### config.mk
export PLATFORM = sky130hd
export DESIGN_NAME = dmem_arbiter
export DESIGN_NICKNAME = d
export VERILOG_FILES = /design/src/rtl/dmem_arbiter.sv
export SDC_FILE = /design/constraint.sdc
export NUM_CORES = 1
export LEC_CHECK = 0
export CORE_ASPECT_RATIO = 1.75
export CORE_MARGIN = 1
export CORE_UTILIZATION = 37
export CTS_CLUSTER_DIAMETER = 200
export DETAILED_ROUTE_END_ITERATION = 10
export PLACE_DENSITY_LB_ADDON = 0.3
export SYNTH_ARGS = -nofsm -noshare
export SYNTH_HDL_FRONTEND = slang
export SYNTH_SLANG_ARGS = --single-unit
### constraint.sdc
create_clock -name clk -period 4.5 [get_ports clk]
set_input_delay 0.9 -clock clk [delete_from_list [all_inputs] [get_ports clk]]
set_output_delay 0.9 -clock clk [all_outputs]
set_load 0.05 [all_outputs]
### src/rtl/dmem_arbiter.sv
// Two-port arbiter and sequencer for a single-port 128x32 data memory (IDLE -> ACCESS -> DONE).
// Define DMEM_ARB_RR_EN for round-robin tie-breaking; otherwise port 0 has fixed priority.
module dmem_arbiter #(
   parameter int DEPTH      = 128,
   parameter int ADDR_SHIFT = 2
) (
   input  logic        clk,
   input  logic        rst,
   input  logic        p0_req,
   input  logic        p0_we,
   input  logic [31:0] p0_addr,
   input  logic [31:0] p0_wdata,
   output logic        p0_ack,
   output logic        p0_err,
   output logic [31:0] p0_rdata,
   input  logic        p1_req,
   input  logic        p1_we,
   input  logic [31:0] p1_addr,
   input  logic [31:0] p1_wdata,
   output logic        p1_ack,
   output logic        p1_err,
   output logic [31:0] p1_rdata,
   output logic [31:0] mem_addr,
   output logic [31:0] mem_wdata,
   output logic        mem_write,
   output logic        mem_read,
   input  logic [31:0] mem_rdata,
   output logic        busy
);

   localparam logic [31:0] DEPTH_W = 32'(DEPTH);

   typedef enum logic [1:0] {IDLE, ACCESS, DONE} state_t;

   state_t      state;
   state_t      state_nxt;
   logic        any_req;
   logic        grant;
   logic        req_we;
   logic [31:0] req_addr;
   logic [31:0] req_wdata;
   logic [31:0] widx_in;
   logic        err_in;

   logic        sel_q;
   logic        we_q;
   logic [31:0] widx_q;
   logic [31:0] wdata_q;
   logic        err_q;
   logic [31:0] rdata0_q;
   logic [31:0] rdata1_q;
   logic [31:0] rd_cap;

`ifdef DMEM_ARB_RR_EN
   logic        rr_last;
`endif

   assign any_req = p0_req | p1_req;

   // grant = 1 selects port 1; only meaningful while IDLE with a request pending
   always_comb begin
`ifdef DMEM_ARB_RR_EN
      if (p0_req && p1_req) grant = ~rr_last;
      else                  grant = ~p0_req;
`else
      grant = ~p0_req;
`endif
   end

   assign req_we    = grant ? p1_we    : p0_we;
   assign req_addr  = grant ? p1_addr  : p0_addr;
   assign req_wdata = grant ? p1_wdata : p0_wdata;
   assign widx_in   = req_addr >> ADDR_SHIFT;
   assign err_in    = (widx_in >= DEPTH_W);

   // Reads of an out-of-range address and all writes return zero
   assign rd_cap = (!we_q && !err_q) ? mem_rdata : 32'd0;

   always_ff @(posedge clk) begin
      if (rst) begin
         state    <= IDLE;
         rdata0_q <= 32'd0;
         rdata1_q <= 32'd0;
`ifdef DMEM_ARB_RR_EN
         rr_last  <= 1'b1;
`endif
      end else begin
         state <= state_nxt;
         if (state == ACCESS) begin
            if (sel_q) rdata1_q <= rd_cap;
            else       rdata0_q <= rd_cap;
         end
`ifdef DMEM_ARB_RR_EN
         if (state == IDLE && any_req) rr_last <= grant;
`endif
      end
   end

   // Transaction latch; its contents only reach the outputs in ACCESS/DONE, so no reset
   always_ff @(posedge clk) begin
      if (state == IDLE && any_req) begin
         sel_q   <= grant;
         we_q    <= req_we;
         widx_q  <= widx_in;
         wdata_q <= req_wdata;
         err_q   <= err_in;
      end
   end

   always_comb begin
      state_nxt = state;
      mem_addr  = 32'd0;
      mem_wdata = 32'd0;
      mem_write = 1'b0;
      mem_read  = 1'b0;
      p0_ack    = 1'b0;
      p0_err    = 1'b0;
      p0_rdata  = rdata0_q;
      p1_ack    = 1'b0;
      p1_err    = 1'b0;
      p1_rdata  = rdata1_q;
      case (state)
         IDLE: begin
            if (any_req) state_nxt = ACCESS;
         end
         ACCESS: begin
            mem_addr  = widx_q;
            mem_wdata = wdata_q;
            mem_write = we_q & ~err_q;
            mem_read  = ~we_q & ~err_q;
            state_nxt = DONE;
         end
         DONE: begin
            if (sel_q) begin
               p1_ack   = 1'b1;
               p1_err   = err_q;
               p0_rdata = 32'd0;
            end else begin
               p0_ack   = 1'b1;
               p0_err   = err_q;
               p1_rdata = 32'd0;
            end
            state_nxt = IDLE;
         end
         default: state_nxt = IDLE;
      endcase
   end

   assign busy = (state != IDLE);

endmodule

==> metrics.md, run 1 <==
| Metric | Value |
|---|---|
| Status | finished, final reports clean |
| Layout cells sized above 1 | 0.130 |
| Initial antenna violation count | 0 |
| Synth unique cells | 29 |
| Fill count | 1385 |
| MaxCap Viol Count | 0 |
| Power per cell area | 332 nW/um^2 |
| RD Place Congestion | around 0.8 |
| Grt total ovfl | 0 |
| DRT Pass-1 Iters | 4 |
| Post-synthesis xor/xnor area fraction | 0 |
| Crit path required time | between 3 and 4 ns |
| Nets@finish | between 1k and 1.5k |
| Synth-to-Final Area Change | 59.7% |
| DR iter-0 viols | 162 |
| WP data arrival | 2.53 ns |
| Total track usage | 0.226 |
| Worst Setup Path Type | reg2out |
| Post-CTS Setup Inserts | 0 |
| Final Hold Fails | 0 |
| #FFs+latches synth | 131 |
| Leakage power | 3.43 nW |
| Slew headroom | 0.534 |
| Crit path time final | roughly 3.4 ns |
| Core Area | around 16000 sq um |
| Worst Setup End Kind | output pin |
| DRT antenna net count | 0 |
| TritonCTS clock tree | done |
| Worst-margin pin slew | about 0.7 ns |
| Number of flops mapped to enable cells by yosys | 65 |
| Htree depth | 4 |
| Post-synthesis compound-gate area fraction | 0.0576 |
| Max Clk Rate | around 0.29 GHz |
| Ys flop type | dfxtp_1 |
| Peak supply drop | roughly 0.00023 V |
| Full die area | 17000 sq um |
| Vias in the first global route | between 5k and 6k |
| Final period utilization | 0.762 |
| Fin Hold WS | approximately 0.45 ns |
| Routed WL per cell | approximately 17 um |
| Synth Warn # | 0 |
| Slowest-stage cell, CP | clkdlybuf4s50_1 |
| Clock-pin slew on the worst setup and hold paths | ~0.05 ns |
| Synth Area in Simple Gates | 0.254 |
| Starting Density | 0.381 |
| HPWL Detailed | approximately 13 mm |
| CTS root buf | clkbuf_16 |
| Sequential area share after synthesis | 0.536 |
| # IOs | roughly 300 |
| Syn_area_per_cell | slightly above 10 sq um |
| Post-Route Setup TNS | 0 ns |
| Die H | roughly 170 um |
| Mux cell area share after synthesis | 0.116 |
| Total number of vias | 5364 |
| Avg Vias per Cell | between 4 and 5 |
| PortBufs | between 200 and 300 |
| Number of buffers created by CTS | 17 |
| Diode count | 0 |
| Largest family of logic cells by synthesized area | simple AND/OR/NAND/NOR gates |
| Adder-cell share of the synthesized area | 0 |
| Hold Path Class | reg2reg |
| Max incr delay on CP | roughly 0.85 ns |
| Ys async rst share | 0 |
| Hold_buf cts | 0 |
| Die Wd | ~99 um |
| CP Max Fanout | 30 |
| Fin. max-slew vios | 0 |
| Worst Skew | about 0.014 ns |
| CTS max path bufs | 2 |
| Endpoints failing setup | 0 |
| CTS sink cnt | between 100 and 150 |
| Mapped Area | approximately 6100 sq um |
| RSZ-0062 raised after global routing | no |
| Clock latency on the worst-skew pair | between 0.4 and 0.5 ns |
| Synth Instances | ~600 |
| Design Power | ~0.0032 W |
| # rows | 61 |
| Crit-path cells | nor2b_4 > buf_4 > and2_1 > clkdlybuf4s50_1 |
| DRC viols | 0 |
| Post-cts resize count | 0 |
| Crit start category | flop |
| Largest net degree at the start of global routing | 67 |
| Final wirelength | 18.7 mm |
| First-pass GRT wire length | 29.0 mm |
[kinds of logic (layout without fill, tap and decap cells)]
group | count (synthesis) | after routing
and+or+nand+nor | 288 | 288
muxes | 63 | 63
AOI/OAI and AO/OA | 67 | 67
other | 1 | 2
buffers and inverters | 51 | 341
DFF | 131 | 131
[worst max-delay path, delay by kind of cell (launching register included)]
kind / cells / cell delay [ns]
AND/OR/NAND/NOR: 2 / 0.54
flip-flops: 1 / 0.38
buffers and inverters: 2 / 1.18
[path summary, 6_finish.rpt]
path	from	end	slack, ns	cells past startpoint
worst min-delay path	rdata0_q[0]$_SDFFE_PP0P_	rdata0_q[0]$_SDFFE_PP0P_	0.45	2
worst max register to register	state[1]$_SDFFE_PP0P_	wdata_q[3]$_DFFE_PP_	2.58	3
worst min register to register	rdata0_q[0]$_SDFFE_PP0P_	rdata0_q[0]$_SDFFE_PP0P_	0.45	2
worst max-delay path	state[0]$_SDFFE_PP0P_	mem_addr[13]	1.07	4
[registers in the layout, summed over array words and instances, names as in the netlist]
register,count
rdata0_q,32
rdata1_q,32
wdata_q,32
widx_q,30
state,2
err_q,1
sel_q,1
we_q,1
[power by group]
part / leakage (nW) / total (W) / internal (W) / switching (W)
registers: 1.16 / 0.00135 / 0.00133 / 0.0000152
clock network: 0.260 / 0.00130 / 0.000762 / 0.000541
logic: 2.01 / 0.000584 / 0.000262 / 0.000322
total: 3.43 / 0.00324 / 0.00236 / 0.000879
[final cells by class]
| type | count | area [sq um] | share of cell area |
|---|---|---|---|
| inverters | 2 | 7.51 | 0.000770 |
| well taps | 189 | 236 | 0.0242 |
| clock inverters | 15 | 131 | 0.0135 |
| repair buffers | 307 | 3030 | 0.311 |
| multi-input cells | 420 | 2650 | 0.271 |
| flip-flops and latches | 131 | 3270 | 0.336 |
| clock buffers | 17 | 425 | 0.0436 |
[per-stage QoR]
step,setup WS (ns),area (sq um),utilization,std cells
final,1.07,9750,0.608,1081
after global routing,0.866,9750,0.608,1081
after CTS,0.999,9750,0.608,1081
after detailed placement,1.44,9200,0.574,1049
after global placement,1.43,9200,0.574,1049
after floorplan,0.818,6110,-,602
[layout by cell type (no fill, tap or decap), drive strengths merged, types with 2 or more instances in the layout]
master / n
nor2b: 27
dfxtp: 66
nor3b: 2
and2b: 6
nand2b: 2
a21oi: 64
clkinvlp: 5
edfxtp: 65
clkinv: 5
nand3: 66
mux2: 63
nor2: 6
and2: 97
buf: 15
inv: 6
conb: 2
clkdlybuf4s50: 292
nand2: 67
clkbuf: 17
nor3: 3
nor4: 6
[synth_stat cells (3+ instances only)]
cell type / instances / area share
a21oi_1: 64 / 0.052
clkbuf_1: 36 / 0.022
nor3_1: 3 / 0.0025
and2b_1: 6 / 0.0074
mux2_2: 63 / 0.12
dfxtp_1: 66 / 0.22
edfxtp_1: 65 / 0.32
nand2_1: 67 / 0.041
nand3_1: 66 / 0.054
nor4_1: 6 / 0.0061
nor2_1: 6 / 0.0037
and2_1: 97 / 0.099
nor2b_1: 27 / 0.028
buf_2: 10 / 0.0082
[per-layer routing]
layer  up-vias  GRT usage  wire length, um
met3        20     0.0804             1530
met4         0     0.0934              454
li1       2618          -                -
met2       252      0.423            10300
met1      2474      0.225             6410
met5         -          0                0
No activity file was read; power rests on OpenSTA's default activity.
==> run 2: changes to the inputs <==
==> constraint.sdc (replaced) <==
create_clock -name clk -period 3 [get_ports clk]
set_input_delay 0.6 -clock clk [delete_from_list [all_inputs] [get_ports clk]]
set_output_delay 0.6 -clock clk [all_outputs]
set_load 0.05 [all_outputs]
==> metrics.md, run 2 (synthesized netlist as in run 1, its figures left out) <==
| Metric | Value |
|---|---|
| Initial antenna violation count | 0 (unchanged) |
| Dpl cells | 1047 (-0.19%) |
| Core Area | 16000 sq um (unchanged) |
| Leakage power | 3.70 nW (+7.8%) |
| GRT Max-Usage Layer | met2 |
| CTS max path bufs | 2 (unchanged) |
| Hold path endpoint | rdata1_q[1]$_SDFFE_PP0P_ |
| Crit start category | flop |
| CP Max Fanout | 34 (+13%) |
| PortBufs | 294 (unchanged) |
| RD Place Congestion | 0.760 (-2.5%) |
| Worst Min Path Start | rdata1_q[1]$_SDFFE_PP0P_ |
| DRT antenna net count | 0 (unchanged) |
| Origin of the critical flop-to-flop path | state[0]$_SDFFE_PP0P_ |
| Final wirelength | 18.3 mm (-2.1%) |
| Worst-margin pin slew | 0.653 ns (-0.0460 ns) |
| WP data arrival | 2.30 ns (-0.23 ns) |
| Full die area | 17000 sq um (unchanged) |
| Number of buffers created by CTS | 17 (unchanged) |
| Most common cell after layout, fill and taps aside | clkdlybuf4s50_1 |
| Met2 GRT Util | 0.401 (-0.0222) |
| Clock latency on the worst-skew pair | 0.41 ns (about the same) |
| Final instance area | 9760 sq um (+0.12%) |
| Crit path time final | between 2 and 3 ns |
| MaxCap Viol Count | 0 (unchanged) |
| Starting Density | 0.381 (unchanged) |
| # IOs | 301 (unchanged) |
| Pre-CTS setup slack | 0.516 ns (-0.924 ns) |
| Post-cts resize count | 0 (unchanged) |
| Final period utilization | 0.965 |
| Worst Skew | 0.0126 ns (-0.00155 ns) |
| Final Hold Fails | 0 (unchanged) |
| Finished Layout Cells | 1079 (-0.19%) |
| Max Clk Rate | roughly 0.35 GHz |
| Total number of vias | 5328 (-0.67%) |
| Cell Area, Placed | 9170 sq um (-0.33%) |
| HPWL Detailed | 13.3 mm (-1.2%) |
| Worst Hold Depth | 2 (unchanged) |
| Diode count | 0 (unchanged) |
| Die Wd | 99.1 um (unchanged) |
| DRT Pass-1 Iters | 4 (unchanged) |
| Final WS setup | 0.105 ns (-0.968 ns) |
| Routed WL per cell | 16.9 um (-1.9%) |
| # rows | 61 (unchanged) |
| Crit path required time | 2.40 ns (-1.20 ns) |
| RSZ-0062 raised after global routing | no |
| Clock-pin slew on the worst setup and hold paths | 0.06 ns (about the same) |
| Design Power | 0.00501 W (+55%) |
| Grt total ovfl | 0 (unchanged) |
| Largest net degree at the start of global routing | 67 (unchanged) |
| Critical R2R Capture | rdata0_q[6]$_SDFFE_PP0P_ |
| Status | finished, final reports clean |
| Avg Vias per Cell | 4.94 (-0.49%) |
| Power per cell area | 513 nW/um^2 (+55%) |
| Fill count | 1360 (-1.8%) |
| Nets@finish | 1043 (-0.19%) |
| Fin. max-slew vios | 0 (unchanged) |
| Vias in the first global route | 5428 (-0.074%) |
| DRC viols | 0 (unchanged) |
| Die H | 172 um (unchanged) |
| Commonest cells after routing, fill and taps aside | 196 x clkdlybuf4s50_1, 97 x and2_1, 89 x buf_4 |
| Worst-case reg-to-reg path depth | 5 (+2) |
| Layout cells sized above 1 | 0.236 (+0.106) |
| First-pass GRT wire length | 28.1 mm (-3.2%) |
| Synth-to-Final Area Change | 59.9% |
| Peak supply drop | 0.000391 V (+69%) |
| Htree depth | 4 (unchanged) |
| Largest regs | rdata0_q (32), rdata1_q (32), wdata_q (32) |
| M1 GR Usage | 0.222 (-0.00249) |
| Slew headroom | 0.564 (+0.0297) |
| Worst Setup End Kind | output pin |
| Post-Route Setup TNS | 0 ns (unchanged) |
| Endpoints failing setup | 0 (unchanged) |
| DR iter-0 viols | 140 (-14%) |
| CTS root buf | clkbuf_16 |
| GRT met3 Usage | 0.0711 (-0.00930) |
| Total track usage | 0.217 (-0.00891) |
| R2R Setup Slk | 1.07 ns (-1.51 ns) |
| Post-CTS Setup Inserts | 0 (unchanged) |
| CTS sink cnt | 131 (unchanged) |
| TritonCTS clock tree | done |
| Worst Setup Path Type | reg2out |
| Hold_buf cts | 0 (unchanged) |
| Hold Path Class | reg2reg |
[run 2: changes by cell type in the layout (fill, tap and decap cells not counted)]
cell	change
clkinv_4	+2
clkdlybuf4s50_1	-96
buf_12	+18
clkinvlp_2	-1
inv_4	+2
clkbuf_16	+1
clkinvlp_4	-3
inv_6	-4
clkbuf_1	+1
clkbuf_2	+1
buf_4	+76
clkbuf_8	+1
clkinv_1	-1
bufinv_16	+1
[run 2: layout make-up]
class | count | area [sq um] | area share
clock buffer | 21 | 473 | 0.0484
clock inverter | 11 | 125 | 0.0128
inverter | 2 | 7.51 | 0.000769
multi-input combinational | 420 | 2650 | 0.271
sequential | 131 | 3270 | 0.335
tap | 189 | 236 | 0.0242
timing repair buffer | 305 | 3000 | 0.307
[run 2: power by group]
group	internal (W)	switching, W	leakage, nW
Combinational	0.000408	0.000489	2.24
Clock	0.00130	0.000788	0.296
Sequential	0.00200	0.0000234	1.16
[run 2: worst max path at each step]
| stage | start | endpoint | slack, ns | cells after the start |
|---|---|---|---|---|
| 3_3_place_gp | sel_q$_DFFE_PP_ | p0_err | 0.52 | 4 |
| 2_1_floorplan | p0_req | err_q$_DFFE_PP_ | 0.34 | 5 |
| 3_5_place_dp | sel_q$_DFFE_PP_ | p0_err | 0.52 | 4 |
| 5_1_grt | sel_q$_DFFE_PP_ | p0_err | 0.02 | 4 |
| 6_report | sel_q$_DFFE_PP_ | p0_err | 0.10 | 4 |
| 4_1_cts | sel_q$_DFFE_PP_ | p0_err | 0.08 | 4 |
[run 2: routing by layer]
metal	share of wire	vias up
met2	0.54	225
met1	0.36	2457
met5	0	-
met4	0.026	0
met3	0.082	31
li1	-	2615
[run 2: stage by stage]
step / utilization / hold WS, ns
detailed placement: 0.572 / 0.442
floorplan: - / 0.432
finish: 0.609 / 0.447
CTS: 0.609 / 0.450
global route: 0.609 / 0.464
global placement: 0.572 / 0.437
[run 2: critical path, cell delays in order (launching register included)]
cell	delay, ns
edfxtp_1	0.47
nor3b_2	0.26
buf_12	0.22
and2_1	0.14
clkdlybuf4s50_1	0.79
==> run 3: changes to the inputs <==
--- a/config.mk
+++ b/config.mk
@@ -5,12 +5,12 @@
 export SDC_FILE = /design/constraint.sdc
 export NUM_CORES = 1
 export LEC_CHECK = 0
-export CORE_ASPECT_RATIO = 1.75
 export CORE_MARGIN = 1
 export CORE_UTILIZATION = 37
 export CTS_CLUSTER_DIAMETER = 200
 export DETAILED_ROUTE_END_ITERATION = 10
 export PLACE_DENSITY_LB_ADDON = 0.3
+export RECOVER_POWER = 25
 export SYNTH_ARGS = -nofsm -noshare
 export SYNTH_HDL_FRONTEND = slang
 export SYNTH_SLANG_ARGS = --single-unit
==> metrics.md, run 3 (synthesized netlist as in run 1, its figures left out) <==
| Metric | Value |
|---|---|
| Grt total ovfl | 0 (unchanged) |
| Finished Layout Cells | 1109 (+2.8%) |
| DRC viols | 0 (unchanged) |
| Nets@finish | 1046 (+0.29%) |
| # rows | 46 (-25%) |
| Worst Skew | 0.0106 ns (-0.00198 ns) |
| Diode count | 0 (unchanged) |
| Fin. max-slew vios | 0 (unchanged) |
| Commonest cells after routing, fill and taps aside | 195 x clkdlybuf4s50_1, 105 x buf_4, 96 x and2_1 |
| DRT antenna net count | 0 (unchanged) |
| Dpl cells | 1077 (+2.9%) |
| RD Place Congestion | 0.759 (-0.14%) |
| Die Wd | 130 um (+32%) |
| Starting Density | 0.382 (+0.000655) |
| CTS sink cnt | 131 (unchanged) |
| CP Max Fanout | 34 (unchanged) |
| Total track usage | 0.221 (+0.00335) |
| Clock-pin slew on the worst setup and hold paths | 0.06 ns (about the same) |
| Most common cell after layout, fill and taps aside | clkdlybuf4s50_1 |
| Endpoints failing setup | 0 (unchanged) |
| Max Clk Rate | 0.347 GHz (+0.59%) |
| Leakage power | 3.67 nW (-0.79%) |
| WP data arrival | 2.28 ns (-0.02 ns) |
| RSZ-0062 raised after global routing | no |
| Initial antenna violation count | 0 (unchanged) |
| CTS root buf | clkbuf_16 |
| Slew headroom | 0.0786 (-0.485) |
| Clock latency on the worst-skew pair | 0.42 ns (about the same) |
| Crit start category | flop |
| Final wirelength | 18.5 mm (+1.4%) |
| Worst-margin pin slew | 1.38 ns (+0.729 ns) |
| DR iter-0 viols | 199 (+42%) |
| Final Hold Fails | 0 (unchanged) |
| Vias in the first global route | 5345 (-1.5%) |
| Power per cell area | 516 nW/um^2 (+0.56%) |
| Die H | 130 um (-24%) |
| HPWL Detailed | 13.2 mm (-0.51%) |
| Worst Setup End Kind | output pin |
| First-pass GRT wire length | 28.1 mm (about the same) |
| Worst Setup Path Type | reg2out |
| Core Util, Final | 0.601 (-0.00826) |
| Avg Vias per Cell | 4.81 (-2.7%) |
| Total number of vias | 5331 (+0.056%) |
| # IOs | 301 (unchanged) |
| Hold_buf cts | 0 (unchanged) |
| Post-cts resize count | 0 (unchanged) |
| Htree depth | 4 (unchanged) |
| Layout cells sized above 1 | 0.231 (-0.00527) |
| Hold Path Class | reg2reg |
| TritonCTS clock tree | done |
| DRT Pass-1 Iters | 4 (unchanged) |
| CTS max path bufs | 2 (unchanged) |
| Post-Route Setup TNS | 0 ns (unchanged) |
| Crit path required time | 2.40 ns (about the same) |
| Fin Hold WS | 0.448 ns (+0.00162 ns) |
| Full die area | 17000 sq um (-0.12%) |
| Routed WL per cell | 16.7 um (-1.3%) |
| MaxCap Viol Count | 0 (unchanged) |
| Number of buffers created by CTS | 17 (unchanged) |
| PortBufs | 294 (unchanged) |
| Status | finished, final reports clean |
| Synth-to-Final Area Change | 57.5% |
| Largest net degree at the start of global routing | 63 (-6.0%) |
| Largest regs | rdata0_q (32), rdata1_q (32), wdata_q (32) |
| Peak supply drop | 0.000386 V (-1.4%) |
| Crit path time final | 2.88 ns (-0.0170 ns) |
| Core Area | 16000 sq um (-0.17%) |
| Final period utilization | 0.959 (-0.00568) |
| Post-CTS Setup Inserts | 0 (unchanged) |
-- run 3: routing by layer --
| layer | track usage | vias up | part of all wire |
|---|---|---|---|
| met5 | 0 | - | 0 |
| met4 | 0.0717 | 0 | 0.017 |
| met3 | 0.0961 | 22 | 0.095 |
| met2 | 0.377 | 201 | 0.51 |
| met1 | 0.247 | 2483 | 0.38 |
| li1 | - | 2625 | - |
-- run 3: final timing paths --
path,startpoint,cells after the start,slack [ns],end
hold reg to reg,rdata1_q[4]$_SDFFE_PP0P_,2,0.45,rdata1_q[4]$_SDFFE_PP0P_
setup / recovery,sel_q$_DFFE_PP_,4,0.12,p1_rdata[13]
setup reg to reg,state[0]$_SDFFE_PP0P_,5,0.54,rdata1_q[7]$_SDFFE_PP0P_
hold / removal,rdata1_q[4]$_SDFFE_PP0P_,2,0.45,rdata1_q[4]$_SDFFE_PP0P_
-- run 3: metrics by stage --
step                area [sq um]  total power [W]  worst slack, ns
detailed placement          9050          0.00292            0.486
finish                      9610          0.00496            0.122
global placement            9050          0.00292            0.514
floorplan                   6120          0.00252            0.339
CTS                         9660          0.00503           0.0379
global route                9610          0.00514           0.0118
-- run 3: critical path, stage by stage, from the launching register on --
cell and delay [ns]:
edfxtp_1 0.47, nor3b_2 0.26, buf_12 0.22, and2b_1 0.20
clkdlybuf4s50_1 0.70
-- run 3: cell type report --
type / instances / area (sq um)
multi-input cells: 420 / 2640
flip-flops and latches: 131 / 3270
fillers: 1471 / 6390
clock buffers: 22 / 518
clock inverters: 10 / 91.3
inverters: 2 / 7.51
well taps: 216 / 270
repair buffers: 308 / 2810
-- run 3: power breakdown --
group          switching (W)  leakage, nW  internal [W]  total, W
logic               0.000481         2.20      0.000369  0.000851
registers          0.0000214         1.16       0.00200   0.00202
clock network       0.000777        0.302       0.00131   0.00209
==> edit, RTL diff (flow settings as in run 2) <==
Add a define of `DMEM_ARB_RR_EN`.
--- a/src/rtl/dmem_arbiter.sv
+++ b/src/rtl/dmem_arbiter.sv
@@ -1,5 +1,7 @@
 // Two-port arbiter and sequencer for a single-port 128x32 data memory (IDLE -> ACCESS -> DONE).
 // Define DMEM_ARB_RR_EN for round-robin tie-breaking; otherwise port 0 has fixed priority.
+`define DMEM_ARB_RR_EN
+
 module dmem_arbiter #(
    parameter int DEPTH      = 128,
    parameter int ADDR_SHIFT = 2
Check against the original RTL: not equivalent (Yosys sat finds a counterexample within 10 cycles, from zero or initial values and one cycle with rst high).
==> edit against run 2 <==
Fmax increased by 2.4%; synthesized cell count rose by 0.83%; critical path type unchanged; clock skew hardly changed; sequential share of layout area is 0.43 points higher; total power decreased by 2.9%; count of clock-buffer cells in the layout fell by 1; worst setup slack gained 67 ps; sequential cell count rose by 1; area after synthesis is 0.66% higher; routed wire length decreased by 1.9%; cell count is 1.2% higher; design area is 0.67% lower.
==> edit: results (changes against run 2) <==
* Outcome: finished clean
* # nets final: 1053 (+0.96%)
- The first-iteration detailed-routing DRC count was 172 (+23%).
* Registers with the most flip-flops: rdata0_q (32), rdata1_q (32), wdata_q (32)
- Post_cts resized: 46 (+46)
- Worst Setup Slack post-DPL: 386 ps (-131 ps)
- The largest fanout on the critical path was 34 (unchanged).
* Relative max-transition margin: 25.5% (-31 points)
- The commonest cells after synthesis are and2_1, dfxtp_1, nand2_1, a21oi_1, edfxtp_1.
* Hpwl dp: 13400 um (+0.69%)
- Sorting the synthesized cells by area gives the leading types as edfxtp_1, dfxtp_1, mux2_2.
- Async set or reset register ratio after synthesis: 0% (unchanged)
- WL/cell: 16.4 um (-3.1%)
- Count of mapped cells out of synthesis: 606 (+0.83%)
- Via count of the first global-routing pass: 5306 (-2.2%)
- The highest cell delay on the worst timing path was 830 ps (+40 ps).
- The worst clock skew is 12.4 ps (-0.207 ps).
- The count of nets left with antenna violations after detail routing was 0 (unchanged).
- Vias after detailed routing: 5348 (+0.38%)
* Largest delay contributor family on the critical path: buffers and inverters
* WP data arrival: 2230 ps (-70 ps)
- The pin count of the biggest net entering global routing is 49 (-27%).
- The final weighted congestion of routability-driven global placement was 0.798 (+5.0%).
- Primary FF master, synth: dfxtp_1
* Number of synthesized flops with an enable pin: 65 (unchanged)
- DP Area: 9210 sq um (+0.48%)
* Port-buffer cells: 294 (unchanged)
* DR pass1 iterations: 4 (unchanged)
- The post-CTS setup buffer count was 0 (unchanged).
- The count of unique library cells instantiated by Yosys is 25 (-14%).
- The share of layout cells above drive strength 1 was 17.2% (-6.4 points).
- Cells after DPL: 1060 (+1.2%)
- Clock latency on the worst-skew pair, taken at its later pin, is about 420 ps.
* Global-route usage over all layers: 21.3% (-0.40 points)
* Peak VDD IR: 453 uV (+16%)
* Global-route wire length before repair: 27500 um (-2.1%)
- The total routed wirelength was 17900 um (-1.9%).
- The sequential cell area fraction in the yosys report was 53.6% (about the same).
- H-tree depth: 4 (unchanged)
- Reported leakage power: 3.73 nW (+0.88%)
- The count of yosys warnings during synthesis is 0 (unchanged).
- Number of antenna violations at the first check in global routing: 0 (unchanged)
edit: cell types whose count changed after synthesis, moves of 4 or more:
cell             run 2  this run
and2b_1              6         0
buf_2               10        19
buf_4                2         6
clkbuf_1            36        23
nor2b_1             27        33
nor4_1               6        10
edit: power breakdown:
part / switching, mW / internal, mW / total, mW
combinational: 0.495 / 0.391 / 0.886
clock: 0.807 / 1.12 / 1.93
sequential: 0.0291 / 2.02 / 2.05
edit: layout make-up:
cell class	count	area, sq um
clock buffer	20	468
clock inverter	12	78.8
sequential	132	3290
timing repair buffer	309	2950
tap	192	240
fill	1434	6590
multi-input combinational	424	2660
inverter	3	11.3
edit: worst paths after layout:
check / startpoint / endpoint / slack (ps)
min reg2reg: rdata1_q[11] / rdata1_q[11] / 450
max: sel_q / p0_ack / 170
max reg2reg: state[0] / rdata1_q[13] / 810
min: rdata1_q[11] / rdata1_q[11] / 450
edit: per-layer routing:
layer / track usage [%] / vias up / wire length [um]
met5: 0 / - / 0
met1: 21.6 / 2448 / 6360
li1: - / 2648 / -
met2: 38.8 / 232 / 9680
met3: 8.37 / 20 / 1610
met4: 8.44 / 0 / 281
edit: cells by family (layout without fill, tap and decap cells):
kind of cell           after synthesis  count (layout)  share of synthesized area (%)
AO/OA/AOI/OAI                       68              68                           5.56
buffers and inverters               51             344                           3.87
flip-flops                         132             132                           53.6
multiplexers                        63              63                           11.5
other                                1               2                         0.0610
AND/OR/NAND/NOR                    291             291                           25.4
edit: worst register-to-register path, stage by stage, from the launching register on:
cell     delay, ps
dfxtp_1        420
nor2b_4        360
buf_4          240
nand2_1        650
nand2_1        290
a21oi_1         90
